File: config.mk
export PLATFORM = sky130hd
export DESIGN_NAME = song_reader_flat
export DESIGN_NICKNAME = d
export VERILOG_FILES = /design/src/rtl/song_reader_if.sv /design/src/rtl/song_reader.sv /design/src/flat_wrapper.sv
export SDC_FILE = /design/constraint.sdc
export NUM_CORES = 1
export LEC_CHECK = 0
export ABC_AREA = 0
export CAP_MARGIN = 20
export CORE_ASPECT_RATIO = 0.7
export CORE_MARGIN = 8
export CORE_UTILIZATION = 32
export DETAILED_ROUTE_END_ITERATION = 10
export HOLD_SLACK_MARGIN = 0.03
export PLACE_DENSITY = 0.64
export SYNTH_ARGS = -nofsm -noshare
export SYNTH_HDL_FRONTEND = slang
export SYNTH_SLANG_ARGS = --single-unit
File: constraint.sdc
create_clock -name clk -period 5.38 [get_ports clk]
set_input_delay 1.076 -clock clk [delete_from_list [all_inputs] [get_ports clk]]
set_output_delay 1.076 -clock clk [all_outputs]
set_load 0.05 [all_outputs]
File: src/rtl/song_reader_if.sv
`default_nettype none
// ============================================================================
// Module   : song_reader_if
// Brief    : Control, ROM and note-player signals of the song reader.
// Revision : 1.0
// ============================================================================
interface song_reader_if #(
  parameter int SONG_BITS = 2,
  parameter int IDX_BITS  = 5,
  parameter int NOTE_W    = 6,
  parameter int DUR_W     = 6
);
  logic                          play;
  logic [SONG_BITS-1:0]          song;
  logic                          beat;
  logic [SONG_BITS+IDX_BITS-1:0] rom_addr;
  logic [NOTE_W+DUR_W-1:0]       rom_dout;
  logic                          new_note;
  logic [NOTE_W-1:0]             note;
  logic [DUR_W-1:0]              duration;
  logic                          playing;
  logic                          song_done;

  modport master (
    input  play, song, beat, rom_dout,
    output rom_addr, new_note, note, duration, playing, song_done
  );

  modport slave (
    output play, song, beat, rom_dout,
    input  rom_addr, new_note, note, duration, playing, song_done
  );
endinterface
`default_nettype wire

File: src/rtl/song_reader.sv
`default_nettype none
// ============================================================================
// Module   : song_reader
// Brief    : Walks one song slot of the ROM and issues {note, duration} per entry,
//            holding each note for its duration in beat ticks.
// Revision : 1.0
// ============================================================================
module song_reader #(
  parameter int SONG_BITS = 2,
  parameter int IDX_BITS  = 5,
  parameter int NOTE_W    = 6,
  parameter int DUR_W     = 6
) (
  input logic           clk,
  input logic           reset,
  song_reader_if.master bus
);

  typedef enum logic [2:0] {
    S_IDLE  = 3'd0,
    S_FETCH = 3'd1,
    S_LOAD  = 3'd2,
    S_PLAY  = 3'd3,
    S_DONE  = 3'd4
  } state_t;

  localparam logic [IDX_BITS-1:0] IDX_ONE  = IDX_BITS'(1);
  localparam logic [IDX_BITS-1:0] IDX_LAST = '1;
  localparam logic [DUR_W-1:0]    DUR_ONE  = DUR_W'(1);

  state_t               state_q, state_d;
  logic [IDX_BITS-1:0]  idx_q, idx_d;
  logic [SONG_BITS-1:0] song_q, song_d;
  logic [DUR_W-1:0]     remaining_q, remaining_d;
  logic                 done_lock_q, done_lock_d;
  logic [NOTE_W-1:0]    note_q, note_d;
  logic [DUR_W-1:0]     duration_q, duration_d;
  logic                 new_note_q, new_note_d;

  logic [NOTE_W-1:0]    w_rom_note;
  logic [DUR_W-1:0]     w_rom_dur;
  logic                 w_song_change;

  assign w_rom_note    = bus.rom_dout[NOTE_W+DUR_W-1:DUR_W];
  assign w_rom_dur     = bus.rom_dout[DUR_W-1:0];
  assign w_song_change = (bus.song != song_q);

  always_comb begin
    state_d     = state_q;
    idx_d       = idx_q;
    song_d      = song_q;
    remaining_d = remaining_q;
    done_lock_d = done_lock_q;
    note_d      = note_q;
    duration_d  = duration_q;
    new_note_d  = 1'b0;

    case (state_q)
      S_IDLE: begin
        // A finished song stays finished until play drops or the song changes
        if (done_lock_q) begin
          if (!bus.play || w_song_change) begin
            done_lock_d = 1'b0;
          end
        end else if (bus.play) begin
          song_d  = bus.song;
          idx_d   = '0;
          state_d = S_FETCH;
        end
      end

      S_FETCH: begin
        if (w_song_change) begin
          song_d      = bus.song;
          idx_d       = '0;
          remaining_d = '0;
        end else begin
          state_d = S_LOAD;
        end
      end

      S_LOAD: begin
        if (w_song_change) begin
          song_d      = bus.song;
          idx_d       = '0;
          remaining_d = '0;
          state_d     = S_FETCH;
        end else if (w_rom_dur == '0) begin
          state_d = S_DONE;
        end else begin
          note_d      = w_rom_note;
          duration_d  = w_rom_dur;
          remaining_d = w_rom_dur;
          new_note_d  = 1'b1;
          state_d     = S_PLAY;
        end
      end

      S_PLAY: begin
        if (w_song_change) begin
          song_d      = bus.song;
          idx_d       = '0;
          remaining_d = '0;
          state_d     = S_FETCH;
        end else if (bus.beat && bus.play) begin
          remaining_d = remaining_q - DUR_ONE;
          if (remaining_q == DUR_ONE) begin
            if (idx_q == IDX_LAST) begin
              state_d = S_DONE;
            end else begin
              idx_d   = idx_q + IDX_ONE;
              state_d = S_FETCH;
            end
          end
        end
      end

      S_DONE: begin
        idx_d       = '0;
        done_lock_d = 1'b1;
        state_d     = S_IDLE;
      end

      default: begin
        state_d = S_IDLE;
      end
    endcase
  end

  always_ff @(posedge clk) begin
    if (reset) begin
      state_q     <= S_IDLE;
      idx_q       <= '0;
      song_q      <= '0;
      remaining_q <= '0;
      done_lock_q <= 1'b0;
      note_q      <= '0;
      duration_q  <= '0;
      new_note_q  <= 1'b0;
    end else begin
      state_q     <= state_d;
      idx_q       <= idx_d;
      song_q      <= song_d;
      remaining_q <= remaining_d;
      done_lock_q <= done_lock_d;
      note_q      <= note_d;
      duration_q  <= duration_d;
      new_note_q  <= new_note_d;
    end
  end

  assign bus.rom_addr  = {song_q, idx_q};
  assign bus.new_note  = new_note_q;
  assign bus.note      = note_q;
  assign bus.duration  = duration_q;
  assign bus.playing   = (state_q == S_PLAY) && bus.play;
  assign bus.song_done = (state_q == S_DONE);

endmodule
`default_nettype wire
File: src/flat_wrapper.sv
// flat-port wrapper written by rule: the top's interface ports become plain ports
module song_reader_flat 
#(
  parameter int SONG_BITS = 2,
  parameter int IDX_BITS  = 5,
  parameter int NOTE_W    = 6,
  parameter int DUR_W     = 6
)
  (clk, reset, bus_play, bus_song, bus_beat, bus_rom_dout, bus_rom_addr, bus_new_note, bus_note, bus_duration, bus_playing, bus_song_done);
  song_reader_if #(.SONG_BITS(SONG_BITS), .IDX_BITS(IDX_BITS), .NOTE_W(NOTE_W), .DUR_W(DUR_W)) bus_i ();
  input logic clk;
  input logic reset;
  input wire logic [$bits(bus_i.play)-1:0] bus_play;
  input wire logic [$bits(bus_i.song)-1:0] bus_song;
  input wire logic [$bits(bus_i.beat)-1:0] bus_beat;
  input wire logic [$bits(bus_i.rom_dout)-1:0] bus_rom_dout;
  output wire logic [$bits(bus_i.rom_addr)-1:0] bus_rom_addr;
  output wire logic [$bits(bus_i.new_note)-1:0] bus_new_note;
  output wire logic [$bits(bus_i.note)-1:0] bus_note;
  output wire logic [$bits(bus_i.duration)-1:0] bus_duration;
  output wire logic [$bits(bus_i.playing)-1:0] bus_playing;
  output wire logic [$bits(bus_i.song_done)-1:0] bus_song_done;
  assign bus_i.play = bus_play;
  assign bus_i.song = bus_song;
  assign bus_i.beat = bus_beat;
  assign bus_i.rom_dout = bus_rom_dout;
  assign bus_rom_addr = bus_i.rom_addr;
  assign bus_new_note = bus_i.new_note;
  assign bus_note = bus_i.note;
  assign bus_duration = bus_i.duration;
  assign bus_playing = bus_i.playing;
  assign bus_song_done = bus_i.song_done;
  song_reader #(.SONG_BITS(SONG_BITS), .IDX_BITS(IDX_BITS), .NOTE_W(NOTE_W), .DUR_W(DUR_W)) u_core (.clk(clk), .reset(reset), .bus(bus_i));
endmodule
== Word level (Yosys, flattened, before mapping) ==
Cells that the tools add are included.
Cells by class
  bitwise operators: 3
  divide/modulo/power cells: 0
  $add $sub $neg: 2
  $lt $le $gt $ge: 0
  shift operators: 0
  muxes and demuxes: 32
  reduce and logical (&&, ||, !) cells: 18
  equality and inequality tests: 17
  multipliers: 0
Operators with widths (number)
  $mux W5: 7
  $mux W6: 5
  $mux W3: 9
  $pmux W5 S4: 1
  $pmux W6 S3: 1
  $pmux W3 S4: 1
  $reduce_and A4 Y1: 2
  $reduce_and A7 Y1: 1
  $eq A3 B2 Y1 const B: 2
  $eq A6 B1 Y1 const B: 1
  $logic_not A6 Y1: 1
  $mux W2: 3
  $ne A2 B1 Y1 const B: 3
  $ne A2 B2 Y1 const B: 3
  $ne A3 B1 Y1 const B: 2
  $ne A3 B2 Y1 const B: 2
  $reduce_or A3 Y1: 2
  $sub A6 B1 Y6 const B: 1
  $add A5 B1 Y5 const B: 1
  $eq A5 B5 Y1 const B: 1
  $reduce_and A5 Y1: 1
  $pmux W2 S2: 1
  $reduce_bool A2 Y1: 2
  $reduce_bool A4 Y1: 1
  other kinds (13): 18
Storage, ports and cells
  memory bits (read-only): 0
  output and inout port bits: 22
  register bits after elaboration: 30
  input port bits: 18
  memories kept: 0
  bits in latches: 0
  RAM bits: 0

== Depth between registers and ports, before layout ==
Gate-level depths: netlist of the first run.
  word-level depth: 6
  gate-level depth with buffers: 8
  gate-level depth less buffers: 8

== Worst setup path after synthesis of the first run ==
Ideal clock, no wire load.
  kind: input -> output
  start: input bus_play
  end: output bus_playing
  arrival: 1520 ps
  path slack: 2784 ps
  path buffers: 0
  stages on the path: 1
  cells stage by stage: and3_1
On the way
  longest elaborated chain between the ends: 1
RTL lines
  start: declaration: line flat_wrapper.sv:13  | input wire logic [$bits(bus_i.play)-1:0] bus_play;
  $logic_and A1 B1 Y1: line song_reader.sv:156  | assign bus.playing = (state_q == S_PLAY) && bus.play;
  end: declaration: line flat_wrapper.sv:21  | output wire logic [$bits(bus_i.playing)-1:0] bus_playing;
No other way between the ends.

== Worst setup path after layout of the first run ==
Ends and elaborated chain as after synthesis.

==> flow_summary.json, run 1 <==
{
  "final-setup-viol-count": 0,
  "slew_viol_final": 0,
  "synthFlopType": "dfxtp_1",
  "clock_sinks": 30,
  "die-area_um2": 7633,
  "vias": 1494,
  "synth_edf_count": 0,
  "fin_area_um2": 2178,
  "max_stage_delay_ns": 0.80,
  "worstPathRequired_ns": 4.30,
  "rr_endpoint": "u_core.idx_q[3]",
  "grt_pass1_vias": 1408,
  "critPathTopFamily": "buffers and inverters",
  "die_h_um": 75.54,
  "dp_cells": 297,
  "grtUsageTotal_pct": 10.99,
  "diodes": 0,
  "final.setup.tns_ns": 0,
  "syn-num-nets": 221,
  "h-tree-depth": 2,
  "min-delay-path-class": "reg2reg",
  "cellPowerDensity_nw_per_um2": 271.7,
  "finClkSkew_ns": 0.006869,
  "post_cts_buffers": 0,
  "place.gp.congestion": 0.8072,
  "synthCells": 199,
  "ys_ff_latch": 30,
  "slew_headroom_pct": 38.24,
  "rsz0062_at_grt": "no",
  "synth_cell_types": 43,
  "hold_depth": 2,
  "tightest_slew_ns": 0.9252,
  "yosys.area.top_type": "dfxtp_1",
  "ir_drop_mv": 0.1027,
  "io_buffers": 39,
  "end_kind": "output pin",
  "drt-wirelength-per-cell_um": 13.51,
  "cts_buffers": 5,
  "initialDrtViolationCount": 106,
  "crit_cells": 3,
  "endpoint": "bus_playing",
  "reg2reg_slack_ns": 3.03,
  "synth_common_cells": "nand2_1, dfxtp_1, a21oi_1, nor2_1, o21ai_0",
  "cp-startpoint": "bus_play",
  "drive_above_1_share_pct": 8.824,
  "criticalPathCategory": "in2out",
  "nets": 259,
  "clk_latency_ns": 0.28,
  "std_cell_rows": 21,
  "path_buf_inv": 2,
  "nFillCells": 508,
  "final_cells": 307,
  "syn_to_final_growth_pct": 34.44,
  "synth.top_cell.area_share_pct": 37.07,
  "crit_top_cell": "clkdlybuf4s50_1",
  "die_w_um": 101.1,
  "postRouteAntennaNets": 0,
  "pin_count": 40,
  "startpoint_type": "input pin",
  "cts.clk_slew.worst_paths_ns": 0.07,
  "ys_async_sr_fraction_pct": 0,
  "synth_area_leaders": "dfxtp_1, nand2_1, a21oi_1, nor2_1, o21ai_0",
  "core_area_um2": 4835,
  "yosysMostFrequentCell": "nand2_1",
  "status": "completed",
  "r2r_start": "u_core.state_q[0]",
  "drc": 0,
  "cp_max_fo": 6,
  "finalHoldViolations": 0,
  "synthesis.area_um2": 1620,
  "path_cells": "clkdlybuf4s50_1, and3_1, clkdlybuf4s50_1",
  "clk_path_buf_depth": 2,
  "ys_warn_count": 0,
  "cts_hold_buf": 0,
  "cts_resized": 0,
  "grt_max_degree": 31,
  "avgSynthCellArea_um2": 8.142,
  "period_needed_ns": 3.728,
  "leakagePower_uw": 0.0007818,
  "clock.fmax_mhz": 268.2,
  "max-cap-violations": 0,
  "dpl_cell_area_um2": 2048,
  "overflow": 0,
  "yosysSeqAreaShare_pct": 37.07,
  "crit_arrival_ns": 2.65,
  "place_hpwl_um": 2969,
  "ctsRootBufferMaster": "clkbuf_8",
  "first_pass_iters": 4,
  "antenna_found_initial": 0,
  "layout_worst_path_cycle_share_pct": 69.29,
  "floorplan.initialDensity_pct": 33.51,
  "wirelength_um": 4149,
  "worstRegToRegCells": 5,
  "slowest_stage": "clkdlybuf4s50_1",
  "avgViaCountPerCell": 4.866,
  "cts_tree": "built",
  "grt_first_pass_wirelength_um": 6527
}
## worst reg2reg max path: stages, from the launching register on
cell and delay [ns]:
dfxtp_1 0.93, nor2_1 0.25, o41a_2 0.59, o211ai_4 0.15, o31ai_1 0.13, a32o_1 0.20
## registers in the layout (all words and copies together), names as in the netlist
name and count:
u_core.done_lock_q 1, u_core.state_q 3, u_core.bus.duration 6, u_core.remaining_q 6
u_core.bus.new_note 1, u_core.idx_q 5, u_core.bus.note 6, u_core.song_q 2
## logic make-up after synthesis
family / after synthesis / synth area share (%)
simple gates: 90 / 28.42
compound gates: 50 / 20.93
flops: 30 / 37.07
buf+inv: 16 / 4.633
xor+xnor: 8 / 5.251
fa+ha+maj: 4 / 3.089
mux: 1 / 0.6178
## cell usage in the layout, fill, tap and decap left out, types with 2 or more instances in the layout
cell and instances:
a2111o_1 4, a21oi_1 23, a22oi_1 2, and3_1 3
clkbuf_8 6, clkdlybuf4s50_1 39, dfxtp_1 30, ha_1 4
inv_1 5, nand2_1 36, nand3_1 9, nor2_1 19
nor2b_1 3, nor3_1 4, nor4b_1 2, o21ai_0 11
o31ai_1 3, or3_1 3, xnor2_1 2, xnor2_2 2
xor2_1 4
## routing by layer
layer	part of all wire, %	up-vias	track usage, %	wire [µm]
li1	-	783	-	-
met2	43	31	16.28	1774
met5	0	-	0	0
met3	6.7	6	3.832	278
met4	1.5	0	4.926	62
met1	49	674	14.11	2033
## stage by stage
stage               total power (µW)  util, %  hold WS, ns  setup WS (ns)
global placement               399.8    42.37       0.4417          1.671
finish                         591.9    45.06       0.4539          1.652
floorplan                      357.6        -       0.4450          2.784
global route                   621.2    45.06       0.4717          1.629
CTS                            597.6    44.33       0.4578          1.646
detailed placement             401.6    42.37       0.4474          1.657
## report_power, final
group	leakage (µW)	internal [µW]	switching [µW]
Sequential	0.000242	230	25.6
Clock	0.0000472	103	89.7
Combinational	0.000492	61.1	82.9
## area by class of cell
class                   instances  area (µm²)  area share, %
well taps                      69       86.33          3.963
repair buffers                 42       432.9          19.87
clock inverters                 2       12.51         0.5744
multi-input cells             153       944.7          43.37
clock buffers                   6       82.58          3.791
flip-flops and latches         30       600.6          27.57
inverters                       5       18.77         0.8616
## worst min path at each step
stage | start | end | slack (ns)
after floorplan | u_core.remaining_q[1] | u_core.remaining_q[1] | 0.44
after global placement | u_core.bus.note[1] | u_core.bus.note[1] | 0.44
after detailed placement | u_core.bus.note[2] | u_core.bus.note[2] | 0.45
after CTS | u_core.bus.note[2] | u_core.bus.note[2] | 0.46
after global routing | u_core.bus.note[5] | u_core.bus.note[5] | 0.47
final | u_core.bus.note[3] | u_core.bus.note[3] | 0.45
Note: power is estimated with default switching activity, not from simulation.
==> inputs of run 2 (changes only) <==
==> constraint.sdc (replaced) <==
create_clock -name clk -period 3.81 [get_ports clk]
set_input_delay 0.762 -clock clk [delete_from_list [all_inputs] [get_ports clk]]
set_output_delay 0.762 -clock clk [all_outputs]
set_load 0.05 [all_outputs]
==> run 2 against run 1 <==
Critical path depth unchanged. Die area unchanged. Non-clock buffer count increased by 1. Combinational power increased by 54%. Flip-flop and latch count unchanged. Clock-buffer cell count unchanged. Register-to-register slack got worse by 1.4 ns. Setup slack got worse by 0.94 ns. Wire length decreased by 0.92%.
==> flow_summary.json, run 2 (synthesis results as in run 1) <==
{
  "ctsRootBufferMaster": "clkbuf_8",
  "finClkSkew_ns": 0.01156,
  "criticalPathCategory": "in2out",
  "switching_share_pct": 33.84,
  "final.setup.tns_ns": 0,
  "overflow": 0,
  "grtUsageMet2_pct": 14.97,
  "path_buf_inv": 2,
  "dp_cells": 300,
  "drt-wirelength-per-cell_um": 13.35,
  "worstPathRequired_ns": 3.05,
  "place.gp.congestion": 0.8191,
  "vias": 1521,
  "die-area_um2": 7633,
  "nets": 260,
  "clkPwrFrac_pct": 33.0,
  "max-cap-violations": 0,
  "cell_internal_pwr_uw": 557.5,
  "clk_path_buf_depth": 2,
  "crit_top_cell": "clkdlybuf4s50_1",
  "period_needed_ns": 3.096,
  "cp_max_fo": 6,
  "netSwitchingPower_uw": 285.1,
  "drc": 0,
  "postRouteAntennaNets": 0,
  "final_common_cell": "clkdlybuf4s50_1",
  "diodes": 0,
  "dpl_cell_area_um2": 2071,
  "cts_buffers": 5,
  "slowest_stage": "clkdlybuf4s50_1",
  "end_kind": "output pin",
  "grt_pass1_vias": 1316,
  "cts_hold_buf": 0,
  "cts_resized": 0,
  "drive_above_1_share_pct": 9.205,
  "clk_latency_ns": 0.29,
  "antenna_found_initial": 0,
  "io_buffers": 39,
  "floorplan.initialDensity_pct": 33.51,
  "h-tree-depth": 2,
  "slew_viol_final": 0,
  "clock_sinks": 30,
  "syn_to_final_growth_pct": 33.67,
  "avgViaCountPerCell": 4.938,
  "first_pass_iters": 4,
  "die_w_um": 101.1,
  "seqPwrFrac_pct": 40.7,
  "clock.fmax_mhz": 323.0,
  "die_h_um": 75.54,
  "pin_count": 40,
  "status": "completed",
  "grtUsageTotal_pct": 10.94,
  "leakagePower_uw": 0.0007796,
  "initialDrtViolationCount": 149,
  "final_cell_mix": "clkdlybuf4s50_1, nand2_1, dfxtp_1, a21oi_1, nor2_1",
  "post_cts_buffers": 0,
  "tightest_slew_ns": 0.5215,
  "grt_first_pass_wirelength_um": 6444,
  "final_cells": 308,
  "place_hpwl_um": 2958,
  "startpoint_type": "input pin",
  "rsz0062_at_grt": "no",
  "path_cells": "clkdlybuf4s50_1, and3_1, clkdlybuf4s50_1",
  "hold_slack_ns": 0.4533,
  "nFillCells": 513,
  "ir_drop_mv": 0.1456,
  "critPathTopFamily": "buffers and inverters",
  "cellPowerDensity_nw_per_um2": 389.0,
  "final-setup-viol-count": 0,
  "max_stage_delay_ns": 0.81,
  "min-delay-path-class": "reg2reg",
  "layout_worst_path_cycle_share_pct": 81.25,
  "grt_use_met1_pct": 14.13,
  "crit_arrival_ns": 2.33,
  "top_usage_layer": "met2",
  "pwr-share-comb_pct": 26.4,
  "wirelength_um": 4111,
  "slew_headroom_pct": 65.12,
  "core_area_um2": 4835,
  "cts_tree": "built",
  "finalHoldViolations": 0,
  "fin_area_um2": 2166,
  "use_met3_pct": 4.380,
  "std_cell_rows": 21,
  "cts.clk_slew.worst_paths_ns": 0.07,
  "grt_max_degree": 29
}
run 2: path summary, 6_finish.rpt:
check | cells past startpoint | startpoint | slack (ns) | to
max | 3 | bus_play | 0.71 | bus_playing
min | 2 | u_core.bus.note[3] | 0.45 | u_core.bus.note[3]
max reg2reg | 8 | u_core.idx_q[0] | 1.64 | u_core.idx_q[3]
min reg2reg | 2 | u_core.bus.note[3] | 0.45 | u_core.bus.note[3]
run 2: cell type report:
| class | instances | area [µm²] | share of cell area, % |
|---|---|---|---|
| multi-input combinational | 153 | 944.7 | 43.62 |
| timing repair buffer | 43 | 420.4 | 19.41 |
| tap | 69 | 86.33 | 3.986 |
| clock inverter | 2 | 12.51 | 0.5777 |
| clock buffer | 6 | 82.58 | 3.813 |
| inverter | 5 | 18.77 | 0.8666 |
| sequential | 30 | 600.6 | 27.73 |
run 2: worst min-delay path, stage by stage (launching register included):
cell	delay, ns
dfxtp_1	0.31
nand2_1	0.05
a21oi_1	0.05
run 2: layer usage:
metal | vias up | part of all wire [%]
met5 | - | 0
met4 | 0 | 1.8
met3 | 5 | 7.7
met2 | 45 | 40
met1 | 693 | 51
li1 | 778 | -
run 2: power by group through the flow:
stage          Combinational [µW]  Clock (µW)  Sequential [µW]
2_1_floorplan                 145           0              360
3_3_place_gp                  221           0              350
3_5_place_dp                  220           0              349
4_1_cts                       221         287              342
5_1_grt                       244         296              345
6_report                      222         278              343
run 2: through the flow:
step | worst slack (ns) | total power [µW] | util (%)
after floorplan | 1.448 | 505.0 | -
after global placement | 0.7319 | 570.7 | 42.83
after detailed placement | 0.7153 | 569.7 | 42.83
after CTS | 0.7137 | 850.0 | 44.80
after global routing | 0.6448 | 885.3 | 44.80
final | 0.7143 | 842.6 | 44.80
==> inputs of run 3 (changes only) <==
--- a/config.mk
+++ b/config.mk
@@ -12,7 +12,7 @@
 export CORE_UTILIZATION = 32
 export DETAILED_ROUTE_END_ITERATION = 10
 export HOLD_SLACK_MARGIN = 0.03
-export PLACE_DENSITY = 0.64
+export PLACE_DENSITY = 0.66
 export SYNTH_ARGS = -nofsm -noshare
 export SYNTH_HDL_FRONTEND = slang
 export SYNTH_SLANG_ARGS = --single-unit
==> constraint.sdc (replaced) <==
create_clock -name clk -period 2.5 [get_ports clk]
set_input_delay 0.5 -clock clk [delete_from_list [all_inputs] [get_ports clk]]
set_output_delay 0.5 -clock clk [all_outputs]
set_load 0.05 [all_outputs]
==> run 3 against run 2 <==
Clock skew shrank 0.0024 ns. Power grew 53%. Critical path depth grew 5. Non-clock buffer count grew 2. Sequential power grew 54%. First-iteration DRC count shrank 28%. Flip-flop and latch count is the same. Core utilization grew 0.47 points. Sequential share of layout area shrank 0.29 points. Design area grew 1.0%. Clock-buffer cell count is the same. Critical endpoint is now u_core.idx_q[3].
==> flow_summary.json, run 3 (synthesis results as in run 1) <==
{
  "period_needed_ns": 2.227,
  "std_cell_rows": 21,
  "highest_layer": "met4",
  "cellPowerDensity_nw_per_um2": 587.2,
  "cts_tree": "built",
  "fin_util_pct": 45.26,
  "slew_headroom_pct": 65.46,
  "grt_first_pass_wirelength_um": 6741,
  "power.total_uw": 1285,
  "layout_worst_path_cycle_share_pct": 89.09,
  "finClkSkew_ns": 0.009204,
  "syn_to_final_growth_pct": 35.06,
  "first_pass_iters": 4,
  "clk_latency_ns": 0.29,
  "final_common_cell": "clkdlybuf4s50_1",
  "met3_length_um": 298,
  "end_kind": "flip-flop",
  "grtUsageTotal_pct": 11.34,
  "h-tree-depth": 2,
  "final.setup.tns_ns": 0,
  "wl_met2_um": 1760,
  "vias": 1541,
  "cts_resized": 0,
  "place_hpwl_um": 3145,
  "crit_arrival_ns": 2.41,
  "leakagePower_uw": 0.0007954,
  "clock.fmax_mhz": 449.0,
  "final_cells": 310,
  "grt_max_degree": 22,
  "die_h_um": 75.54,
  "avgViaCountPerCell": 4.971,
  "worstPathRequired_ns": 2.68,
  "crit_top_cell": "ha_1",
  "routedLengthMet1_um": 2122,
  "min-delay-path-class": "reg2reg",
  "status": "completed",
  "ctsRootBufferMaster": "clkbuf_8",
  "die-area_um2": 7633,
  "r2r_start": "u_core.idx_q[0]",
  "hold_path_startpoint": "u_core.bus.duration[5]",
  "finalHoldViolations": 0,
  "slew_viol_final": 0,
  "nets": 262,
  "die_w_um": 101.1,
  "antenna_found_initial": 0,
  "cts.clk_slew.worst_paths_ns": 0.07,
  "io_buffers": 39,
  "whs_endpoint": "u_core.bus.duration[5]",
  "final_cell_mix": "clkdlybuf4s50_1, nand2_1, dfxtp_1, a21oi_1, nor2_1",
  "cts_hold_buf": 0,
  "worstRegToRegCells": 8,
  "startpoint_type": "flip-flop",
  "drive_above_1_share_pct": 10.79,
  "ir_drop_mv": 0.3228,
  "dp_cells": 302,
  "path_cells": "ha_1, and3_1, ha_1, and3b_1, o41a_2, o211ai_4, o31ai_1, a32o_1",
  "rsz0062_at_grt": "no",
  "slowest_stage": "o41a_2",
  "wirelength_um": 4217,
  "drt-wirelength-per-cell_um": 13.60,
  "pin_count": 40,
  "diodes": 0,
  "reg2reg_slack_ns": 0.27,
  "overflow": 0,
  "core_area_um2": 4835,
  "floorplan.initialDensity_pct": 33.51,
  "criticalPathCategory": "reg2reg",
  "place.gp.congestion": 0.8533,
  "postRouteAntennaNets": 0,
  "initialDrtViolationCount": 108,
  "cp_max_fo": 9,
  "clk_path_buf_depth": 2,
  "hold_depth": 2,
  "clock_sinks": 30,
  "max_stage_delay_ns": 0.42,
  "post_cts_buffers": 0,
  "grt_pass1_vias": 1413,
  "hold_slack_ns": 0.4530,
  "drc": 0,
  "final-setup-viol-count": 0,
  "rr_endpoint": "u_core.idx_q[3]",
  "max-cap-violations": 0,
  "tightest_slew_ns": 0.5165,
  "cts_buffers": 5
}
run 3: cell count changes in the layout (fill, tap and decap cells not counted), sizes merged:
cell,previous run,this run
buf,4,8
clkdlybuf4s50,39,37
run 3: metrics by stage:
stage / setup slack (ns) / instance area [µm²]
after floorplan: 0.1375 / 1620
after global routing: 0.1871 / 2188
after detailed placement: 0.06067 / 2093
final: 0.2727 / 2188
after CTS: 0.2750 / 2188
after global placement: 0.1520 / 2093
run 3: worst max path at each step:
stage	from	endpoint	slack, ns	depth (start not counted)
after floorplan	u_core.idx_q[0]	u_core.idx_q[3]	0.14	8
after global placement	bus_song[1]	u_core.idx_q[3]	0.15	6
after detailed placement	bus_song[1]	u_core.idx_q[3]	0.06	6
after CTS	u_core.idx_q[0]	u_core.idx_q[3]	0.27	8
after global routing	u_core.idx_q[0]	u_core.idx_q[3]	0.19	8
final	u_core.idx_q[0]	u_core.idx_q[3]	0.27	8
run 3: area by class of cell:
type,count,area [µm²]
inverters,5,18.77
well taps,69,86.33
clock buffers,6,82.58
flip-flops and latches,30,600.6
multi-input cells,153,944.7
clock inverters,2,12.51
fillers,515,2646
repair buffers,45,442.9
run 3: metal layers:
layer	up-vias	global-route usage [%]
li1	786	-
met4	0	5.419
met1	710	15.05
met3	2	3.376
met5	-	0
met2	43	16.42
run 3: power breakdown:
| group | switching (µW) | total [µW] | internal (µW) |
|---|---|---|---|
| combinational | 207 | 343 | 137 |
| clock | 193 | 414 | 221 |
| sequential | 32.4 | 527 | 495 |
| total | 432 | 1290 | 853 |
run 3: critical path, delay by kind of cell (launching register included):
kind,cells,cell delay [ns]
flip-flops,1,0.40
AND/OR/NAND/NOR,2,0.38
AO/OA/AOI/OAI,4,0.90
adder cells (fa/ha/maj),2,0.44
